[src/rtl/rx_capture_ctrl.sv]
// rx_capture_ctrl: sequences one RX capture through the FIFO packing writer
// and gates the sample stream to exactly the requested number of beats.
module rx_capture_ctrl #(
  parameter int RST_CYCLES   = 4,
  parameter int DRAIN_CYCLES = 3,
  parameter int WORDS_W      = 24
) (
  input  logic               data_clk,
  input  logic               data_rst_n,
  input  logic               cfg_start,
  input  logic               cfg_abort,
  input  logic [2:0]         cfg_format,
  input  logic [WORDS_W-1:0] cfg_words,
  output logic               data_enable,
  output logic [2:0]         data_format,
  input  logic               fifo_wr_rst_busy,
  input  logic               s_axis_tvalid,
  output logic               s_axis_tready,
  output logic               m_axis_tvalid,
  input  logic               m_axis_tready,
  output logic               busy,
  output logic               done,
  output logic               aborted,
  output logic [15:0]        stall_cnt,
  output logic [WORDS_W+3:0] beat_cnt
);
  localparam int BW = WORDS_W + 4;

  typedef enum logic [2:0] {
    IDLE,
    RST,
    WAITBUSY,
    RDY,
    RUN,
    DRAIN
  } state_t;

  state_t        state;
  logic          run_gate;
  logic [2:0]    fmt_q;
  logic [BW-1:0] target;
  logic [7:0]    cyc_cnt;
  logic [1:0]    idle_ok;
  logic [2:0]    shift;
  logic [BW-1:0] start_target;
  logic          beat;
  logic          last_beat;

  always_comb begin
    shift = 3'd0;
    unique case (cfg_format)
      3'd0:       shift = 3'd0;
      3'd1, 3'd2: shift = 3'd1;
      3'd3, 3'd4: shift = 3'd2;
      3'd5, 3'd6: shift = 3'd3;
      default:    shift = 3'd4;
    endcase
  end

  assign start_target  = {4'b0000, cfg_words} << shift;
  assign m_axis_tvalid = s_axis_tvalid & run_gate;
  assign s_axis_tready = m_axis_tready & run_gate;
  assign beat          = s_axis_tvalid & m_axis_tready & run_gate;
  assign last_beat     = beat && (beat_cnt == target - BW'(1));
  assign busy          = (state != IDLE);

  always_ff @(posedge data_clk or negedge data_rst_n) begin
    if (!data_rst_n) begin
      state       <= IDLE;
      run_gate    <= 1'b0;
      fmt_q       <= 3'b100;
      target      <= '0;
      cyc_cnt     <= '0;
      idle_ok     <= '0;
      data_enable <= 1'b0;
      data_format <= 3'b100;
      done        <= 1'b0;
      aborted     <= 1'b0;
      stall_cnt   <= '0;
      beat_cnt    <= '0;
    end else begin
      done <= 1'b0;
      // beats on the bus are counted even in an abort cycle
      if (state == RUN) begin
        if (beat)
          beat_cnt <= beat_cnt + BW'(1);
        if (s_axis_tvalid && !m_axis_tready
            && stall_cnt != 16'hFFFF)
          stall_cnt <= stall_cnt + 16'd1;
      end
      if (cfg_abort && state != IDLE) begin
        state       <= IDLE;
        run_gate    <= 1'b0;
        data_enable <= 1'b0;
        aborted     <= 1'b1;
      end else begin
        unique case (state)
          IDLE: begin
            if (cfg_start) begin
              beat_cnt  <= '0;
              stall_cnt <= '0;
              aborted   <= 1'b0;
              if (cfg_words == '0) begin
                done <= 1'b1;
              end else begin
                fmt_q   <= cfg_format;
                target  <= start_target;
                cyc_cnt <= '0;
                state   <= RST;
              end
            end
          end
          RST: begin
            data_enable <= 1'b0;
            data_format <= fmt_q;
            if (cyc_cnt == 8'(RST_CYCLES - 1)) begin
              cyc_cnt <= '0;
              idle_ok <= '0;
              state   <= WAITBUSY;
            end else begin
              cyc_cnt <= cyc_cnt + 8'd1;
            end
          end
          WAITBUSY: begin
            if (idle_ok == 2'd2)
              state <= RDY;
            else if (fifo_wr_rst_busy)
              idle_ok <= '0;
            else
              idle_ok <= idle_ok + 2'd1;
          end
          RDY: begin
            data_enable <= 1'b1;
            run_gate    <= 1'b1;
            state       <= RUN;
          end
          RUN: begin
            if (last_beat) begin
              run_gate <= 1'b0;
              cyc_cnt  <= '0;
              state    <= DRAIN;
            end
          end
          DRAIN: begin
            if (cyc_cnt == 8'(DRAIN_CYCLES - 1)) begin
              data_enable <= 1'b0;
              done        <= 1'b1;
              state       <= IDLE;
            end else begin
              cyc_cnt <= cyc_cnt + 8'd1;
            end
          end
          default: state <= IDLE;
        endcase
      end
    end
  end
endmodule

[config.mk]
export PLATFORM = sky130hd
export DESIGN_NAME = rx_capture_ctrl
export DESIGN_NICKNAME = d
export VERILOG_FILES = /design/src/rtl/rx_capture_ctrl.sv
export SDC_FILE = /design/constraint.sdc
export NUM_CORES = 1
export LEC_CHECK = 0
export ABC_AREA = 1
export CAP_MARGIN = 20
export CORE_AREA = 2 2 118 120
export DETAILED_ROUTE_END_ITERATION = 12
export DIE_AREA = 0 0 120 122
export PLACE_DENSITY = 0.78
export SYNTH_ARGS = -nofsm -noshare
export SYNTH_HDL_FRONTEND = slang
export SYNTH_SLANG_ARGS = --single-unit
[constraint.sdc]
create_clock -name data_clk -period 2 [get_ports data_clk]
set_input_delay 0.3 -clock data_clk [delete_from_list [all_inputs] [get_ports data_clk]]
set_output_delay 0.3 -clock data_clk [all_outputs]
set_load 0.1 [all_outputs]
# == Word-level counts from Yosys, hierarchy flattened ==
# Index checks and enable logic that the tools add are counted.
# word_totals
ff_bits,95
input_bits,34
out_inout_bits,53
elab_cells,121
# op_classes
n_addsub,5
n_eq_ne,28
shift,1
muxes,43
bitwise_logic,6
n_reduce_logical,26
# ops
operator,count
$mux 28,5
$mux 16,5
$mux 8,5
$pmux 8 s4,1
$add 28x1->28 const B,1
$eq 28x28->1,1
$shl 24x3->28,1
$sub 28x1->28 const B,1
$logic_not 24->1,1
$mux 3,7
$pmux 3 s6,1
$add 16x1->16 const B,1
$eq 8x2->1 const B,2
$ne 16x16->1 const B,1
$eq 3x3->1 const B,5
$ne 3x3->1 const B,5
$eq 3x2->1 const B,4
$ne 2x2->1 const B,6
$pmux 3 s4,1
$reduce_and 6->1,2
$mux 1,11
$add 8x1->8 const B,1
$reduce_and 2->1,4
$reduce_and 4->1,2
17 further kinds,35

# == Longest topological paths before layout ==
# logic_depth
depth_word,8
ltp_mapped,20
ltp_nobuf,19

# == Least setup slack after synthesis ==
# No wires, ideal clock.
# synth_path
path_type,reg-to-reg
start,reg beat_cnt[6]
end,reg beat_cnt[21]
arrival_ps,2400
t_required_ps,1913
slack_ps,-487
stages_incl_launch_ff,11
path_buffers,0
cell_sequence,dfrtp_1 -> nand4_1 -> nor2_1 -> nand2_1 -> inv_1 -> nand3_1 -> nor3_1 -> nand4_1 -> nor3_1 -> nor2_1 -> nor3_1
# synth_via
elab_chain_len,6
# synth_lines
element,line,source
start: declaration,25,output logic [WORDS_W+3:0] beat_cnt
start signal: assignment,86,beat_cnt <= beat_cnt + BW'(1);
$add 28x1->28 *,86,
$mux 28 *,85,if (beat)
$mux 28 *,84,if (state == RUN) begin
$mux 28,99,if (cfg_start) begin
$mux 28,97,unique case (state)
$mux 28 *,91,if (cfg_abort && state != IDLE) begin
# Every way passes the cells marked *; elsewhere a longest branch is shown, timed or not.
# A chain may end at the register's enable or synchronous reset.

# == Final worst setup path ==
# layout_path
start,reg target[0]
end,reg run_gate
# layout_via
elab_chain_len,5
# layout_lines
element,line,source
start: declaration,41,logic [BW-1:0] target;
start signal: assignment,107,target <= start_target;
$sub 28x1->28,64,assign last_beat = beat && (beat_cnt == target - BW'(1));
$eq 28x28->1,64,
$logic_and 1x1->1,64,
$ne 3x2->1 (no line),--,
$reduce_and 2->1 (no line),--,
end signal: assignment,70,run_gate <= 1'b0;
end signal: assignment,93,run_gate <= 1'b0;
end signal: assignment,134,run_gate <= 1'b1;
end: declaration,39,logic run_gate;
# Every way passes these cells.

==> run_results.csv <==
group,metric,value,unit
floorplan,dieArea,14600,um^2
logic_synthesis,yosysWarnings,0,
clock_network,cts_tree,"yes",
critical_path,worstReg2RegStart,"target[0]",
finish,fin_cells,1436,
sta,slew_headroom,58.2,%
logic_synthesis,avgSynthCellArea,6.68,um^2
floorplan,die_x,120,um
floorplan,io_pins,87,
detailed_routing,firstDrtPassIters,5,
logic_synthesis,ys_types,45,
critical_path,crit_path_end_kind,"flop",
placed_design,dp_hpwl,15.6,mm
detailed_routing,ant_nets,0,
grt,antenna_found_initial,0,
logic_synthesis,synth_cells,999,
outcome,outcome,"finished with violations",
grt,track_usage,29.0,%
run,max_cap_violations,0,
critical_path,r2r-end,"run_gate",
sta,rsz0062_at_grt,"true",
sta,tightest_slew,624,ps
clock_network,clkTransAtPathRegs,70,ps
floorplan,row_count,43,
finish,nNetsFinal,1291,
finish,drive_above_1_share,32.6,%
grt,grt_pass1_vias,7195,
logic_synthesis,ys_ff_latch,95,
outcome,violations,"setup timing",
finish,area_growth,45.6,%
clock_network,clock_sinks,95,
finish,diodes,0,
critical_path,setup.worst_path.start_class,"flop",
critical_path,ff2ff_path_depth,16,
sta,post-route-period-util,112,%
detailed_routing,first_iter_violations,518,
logic_synthesis,synth_edf_count,0,
pwr,total_power,10.4,mW
pwr,power_density,1070,nW/um^2
clock_network,clock-root-buffer,"clkbuf_16",
floorplan,die_h,122,um
detailed_routing,wl,20.8,mm
logic_synthesis,netlist.area_leader.share,34.9,%
placed_design,place_ws,-361,ps
placed_design,place_inst,1405,
critical_path,worstPathRequired,2250,ps
sta,fin_worst_skew,7.40,ps
sta,hold_viol,0,
logic_synthesis,synth_seq_area_share,35.6,%
grt,grt_pass1_wl,33.9,mm
logic_synthesis,syn_area,6680,um^2
clock_network,h-tree-depth,3,
critical_path,r2r_slack,-250,ps
sta,period_needed,2250,ps
logic_synthesis,synth.area.top_cells,"dfrtp_1 (35%), nand2_1 (15%), nor2_1 (8.0%)",
floorplan,initial_core_util,49.4,%
min_path,hp-class,"input pin to asynchronous set/reset pin",
grt,grt_max_degree,45,
finish,seq_area,2460,um^2
critical_path,critical_path_class,"flop to flop",
clock_network,clock_path_buffers,2,
placed_design,gp_congestion,0.930,
detailed_routing,viasPerCell,5.28,
clock_network,clkLatencyLatePin,360,ps
finish,multi_input_area,4100,um^2
logic_synthesis,yosysTopAreaCell,"dfrtp_1",
critical_path,crit_arrival,2500,ps
logic_synthesis,async_flop_share,100,%
pwr,max-vdd-ir-drop,628,uV
sta,setup_ws,-250,ps
sta,setup_viol,12,
clock_network,cts_buffers,9,
detailed_routing,routedWlPerCell,14.5,um
logic_synthesis,ys_dominant_reg_cell,"dfrtp_1",
detailed_routing,vias,7588,
grt,overflow,0,
sta,max_freq,0.444,GHz
placed_design,io_buffers,86,
detailed_routing,drc,0,
floorplan,coreArea,13500,um^2
pwr,p_leak,4.64,nW
finish,fillers,1087,
logic_synthesis,syn_nets,1039,
sta,drv_slew,0,
critical_path,critical_path.max_fanout,6,
## what timing repair did
item,in CTS,in global routing
hold buffers,1,0
setup endpoints to repair,13,40
endpoints found under the hold margin,23,0
gates cloned,0,1
resized for setup,32,45
setup buffers,8,5
pin swaps,10,26
## layer usage
metal  part of all wire (%)  global-route usage (%)  vias up  wire, um
li1                       -                       -     3754         -
met1                     43                    37.6     3547      8930
met2                     48                    47.7      237      9870
met3                    6.1                    4.63       50      1270
met4                    3.3                    13.0        0       687
met5                      0                       0        -         0
## cell usage after synthesis, drive strengths merged (4+ instances only)
cell type  instances
nand4             19
clkbuf            18
inv              138
nor4               6
mux2i              4
o21a               4
ha                 6
o41ai             12
xor2              15
nand3             55
nand2            270
buf                4
o22ai             10
nor3              33
xnor2              9
nand3b             7
o21ai             78
nor2             157
dfrtp             93
a21oi             35
## logic make-up after synthesis
kind of cell	share of synthesized area (%)
and+or+nand+nor	36.1
buffers and inverters	9.15
AOI/OAI and AO/OA	13.7
DFF	35.6
xor gates and xnor gates	3.15
muxes	1.11
adders and majority gates	1.12
## registers in the layout (all words and copies together), names as in the netlist, 2 cells and up
register	count
stall_cnt	16
cyc_cnt	8
fmt_q	3
idle_ok	2
state	3
data_format	3
target	28
beat_cnt	28
## through the flow
| stage | utilization, % | hold WS [ps] | TNS [ps] | area, um^2 |
|---|---|---|---|---|
| 6_report | 72.0 | 416 | -2570 | 9720 |
| 5_1_grt | 72.0 | 471 | -5040 | 9720 |
| 4_1_cts | 70.5 | 419 | -1710 | 9520 |
| 3_5_place_dp | 67.1 | 244 | -10060 | 9060 |
| 3_3_place_gp | 67.1 | 244 | -9140 | 9060 |
| 2_1_floorplan | - | 4.41 | -5740 | 6960 |
## worst max-delay path by stage
stage	end	start	slack, ps	cells after the start
global placement	cyc_cnt[1]	s_axis_tvalid	-290	16
CTS	cyc_cnt[0]	target[1]	-180	19
finish	run_gate	target[0]	-250	16
global route	run_gate	target[0]	-390	18
detailed placement	beat_cnt[25]	s_axis_tvalid	-360	14
floorplan	beat_cnt[6]	state[1]	-140	9
## cells in the final DEF, fill, tap and decap left out, drive strengths merged, types with 11 or more instances in the layout
cell type	instances
nor2	157
inv	137
dfrtp	93
nand4	19
a21oi	35
nand2	271
o41ai	12
o21ai	78
xor2	15
clkbuf	11
buf	229
nor3	33
nand3	55
clkdlybuf4s50	32
## power breakdown
group          internal [mW]  leakage [nW]  switching (mW)
clock network          0.877         0.132           0.786
logic                   2.50          3.31            3.46
registers               2.35          1.19           0.453
total                   5.72          4.64            4.70
## cell type report
| cell class | count | share of cell area, % |
|---|---|---|
| clock buffer | 11 | 2.50 |
| clock inverter | 5 | 0.347 |
| inverter | 138 | 5.39 |
| multi-input combinational | 745 | 42.1 |
| sequential | 95 | 25.3 |
| tap | 180 | 2.32 |
| timing repair buffer | 262 | 22.0 |
## worst max-delay path, stage by stage (launching register included)
cell	delay (ps)
dfrtp_1	390
inv_2	120
ha_4	210
nand3_4	100
nor2_4	190
nand4_1	150
nand3_1	110
nand2_1	50
nor2_1	90
nand2_1	110
nor2_2	130
nand2_2	90
nand2_4	130
buf_6	130
nand2_4	40
nand3_2	40
nand2_1	50
Note: power is estimated with default switching activity, not from simulation.
==> patch, RTL diff (same flow settings) <==
The 6 states of `state_t` get a one-hot encoding in 6 bits.
--- a/src/rtl/rx_capture_ctrl.sv
+++ b/src/rtl/rx_capture_ctrl.sv
@@ -28,9 +28,9 @@
 
-  typedef enum logic [2:0] {
-    IDLE,
-    RST,
-    WAITBUSY,
-    RDY,
-    RUN,
-    DRAIN
+  typedef enum logic [5:0] {
+    IDLE     = 6'b000001,
+    RST      = 6'b000010,
+    WAITBUSY = 6'b000100,
+    RDY      = 6'b001000,
+    RUN      = 6'b010000,
+    DRAIN    = 6'b100000
   } state_t;
Formal check against the unedited RTL: no difference found for any inputs over 10 cycles, from zero or initial values and one cycle with data_rst_n low; not proved beyond that.
==> patch against the original RTL <==
The flow still finishes with violations (setup timing). Cell area is 6.4% higher. Clock skew hardly changed. Core utilization is 4.6 points higher. Worst setup slack worse by 0.0023 ns. Routed wire length is 7.9% higher. Non-clock buffer count is 3 lower. Sequential cell count is 3 higher. Critical path depth is 2 higher. Power is 4.3% higher. Sequential power is 3% higher. Area after synthesis is 3.5% higher. Combinational power is 4.0% higher. Sequential share of layout area is 0.75 points lower. Critical path type unchanged. Critical endpoint is now cyc_cnt[4]$_DFFE_PN0P_. Largest cell class unchanged.
==> patch: results (changes against the original RTL) <==
Crit-path leading delay family - simple AND/OR/NAND/NOR gates
IO Port Bufs - 86 (unchanged)
Seq pwr share - 26.6% (-0.3 points)
Top post-synthesis cells by area - dfrtp_1 34%, nand2_1 12%, nor2_1 7.4%
Hpwl dp - 14800 um (-5.2%)
GRT Util Overall - 27.9% (-1.1 points)
Worst R2R Start - target[1]$_DFFE_PN0P_
Cells after Synth - 984 (-1.5%)
Post-layout nets - 1272 (-1.5%)
Clk root buf - clkbuf_16
FFs w/ async S/R, synth - 100% (unchanged)
DR top layer - met4
Share of cells above drive strength 1 - 36.6% (+4.0 points)
Final WS setup - -0.252 ns (-0.00234 ns)
Pre-CTS WS - -0.356 ns (+0.00491 ns)
1st-iter DRT viols - 666 (+29%)
Setup crit end kind - flop
WL/cell - 15.8 um (+9.4%)
Vias in the first global route - 6994 (-2.8%)
Relative slew slack - 54.1% (-4.1 points)
Failing checks - setup timing
CP max stage delay - 0.38 ns
Crit-path max FO - 6 (unchanged)
RR Endpoint - cyc_cnt[4]$_DFFE_PN0P_
Setup-failing EPs final - 35 (+23)
Initial antenna violation count - 0 (unchanged)
Cts repair resizes - 35 (+9.4%)
Worst-Skew Late Latency - 0.35 ns
Status - complete, but fails checks
First-pass GRT wire length - 32900 um (-2.9%)
VDD IR max - 0.000744 V (+18%)
LEAKAGE - 4.98 nW (+7.5%)
Most frequent cells after synthesis - 229 x nand2_1, 136 x nor2_1, 121 x inv_1
Area after DPL - 0.00908 sq mm (+0.15%)
WL met2 - 11200 um (+13%)
Largest net degree at the start of global routing - 52 (+16%)
Comb pwr - 0.00620 W (+4.0%)
Sw Share - 44.4% (-0.72 points)
Seq/Total Area, Yosys - 35.5% (-0.10 points)
Met1 wire length - 9160 um (+2.6%)
Critical path arrival - 2.53 ns (+0.03 ns)
Clk_skew - 0.00716 ns (-0.000241 ns)
CTS Buf Count - 9 (unchanged)
Critical-path top delay cell - dfrtp_1
Via Count - 7701 (+1.5%)
Inserted Diodes - 0 (unchanged)
Netlist cell types - 53 (+18%)
Largest registers - beat_cnt x28, target x28, stall_cnt x16
Net Count, Synth - 1024 (-1.4%)
H-Tree Depth - 3 (unchanged)
Post-CTS Setup Bufs - 9 (+1)
Comb power frac - 57.0% (-0.2 points)
Routability cong. - 0.892 (-4.1%)
Crit path from - target[1]$_DFFE_PN0P_
Non-Filler Instances - 1417 (-1.3%)
Wire length on met3 - 1310 um (+2.6%)
HP Class - in2async
## patch: worst min path at each step
stage               start                      end
2_1_floorplan  data_rst_n      aborted$_DFFE_PN0P_
6_report       data_rst_n  stall_cnt[13]$_DFF_PN0_
3_5_place_dp   data_rst_n  stall_cnt[13]$_DFF_PN0_
3_3_place_gp   data_rst_n  stall_cnt[13]$_DFF_PN0_
5_1_grt        data_rst_n  stall_cnt[13]$_DFF_PN0_
4_1_cts        data_rst_n  stall_cnt[13]$_DFF_PN0_
## patch: per-stage QoR
stage / util, % / hold slack [ns] / setup TNS, ns
2_1_floorplan: - / 0.00441 / -0.201
3_3_place_gp: 67.2 / 0.276 / -7.99
3_5_place_dp: 67.2 / 0.281 / -11.88
4_1_cts: 71.0 / 0.453 / -2.30
5_1_grt: 76.6 / 0.486 / -10.29
6_report: 76.6 / 0.438 / -4.63
## patch: final cells by class
cell class	count	area (sq um)
multi-input cells	733	4510
fillers	945	3160
flip-flops and latches	98	2540
repair buffers	259	2240
inverters	130	528
clock buffers	12	246
well taps	180	225
clock inverters	4	51.3
repair inverters	1	8.76
## patch: routing by layer
| metal | GRT usage, % | up-vias |
|---|---|---|
| li1 | - | 3707 |
| met1 | 37.1 | 3592 |
| met3 | 3.60 | 63 |
| met5 | 0 | - |
| met4 | 11.1 | 0 |
| met2 | 46.3 | 339 |
## patch: kinds of logic after synthesis
kind of cell | after synthesis | synth area share, %
simple gates | 534 | 36.0
compound gates | 142 | 12.1
xor+xnor | 47 | 5.96
mux | 4 | 0.616
buf+inv | 153 | 8.65
flops | 98 | 35.5
fa+ha+maj | 6 | 1.09
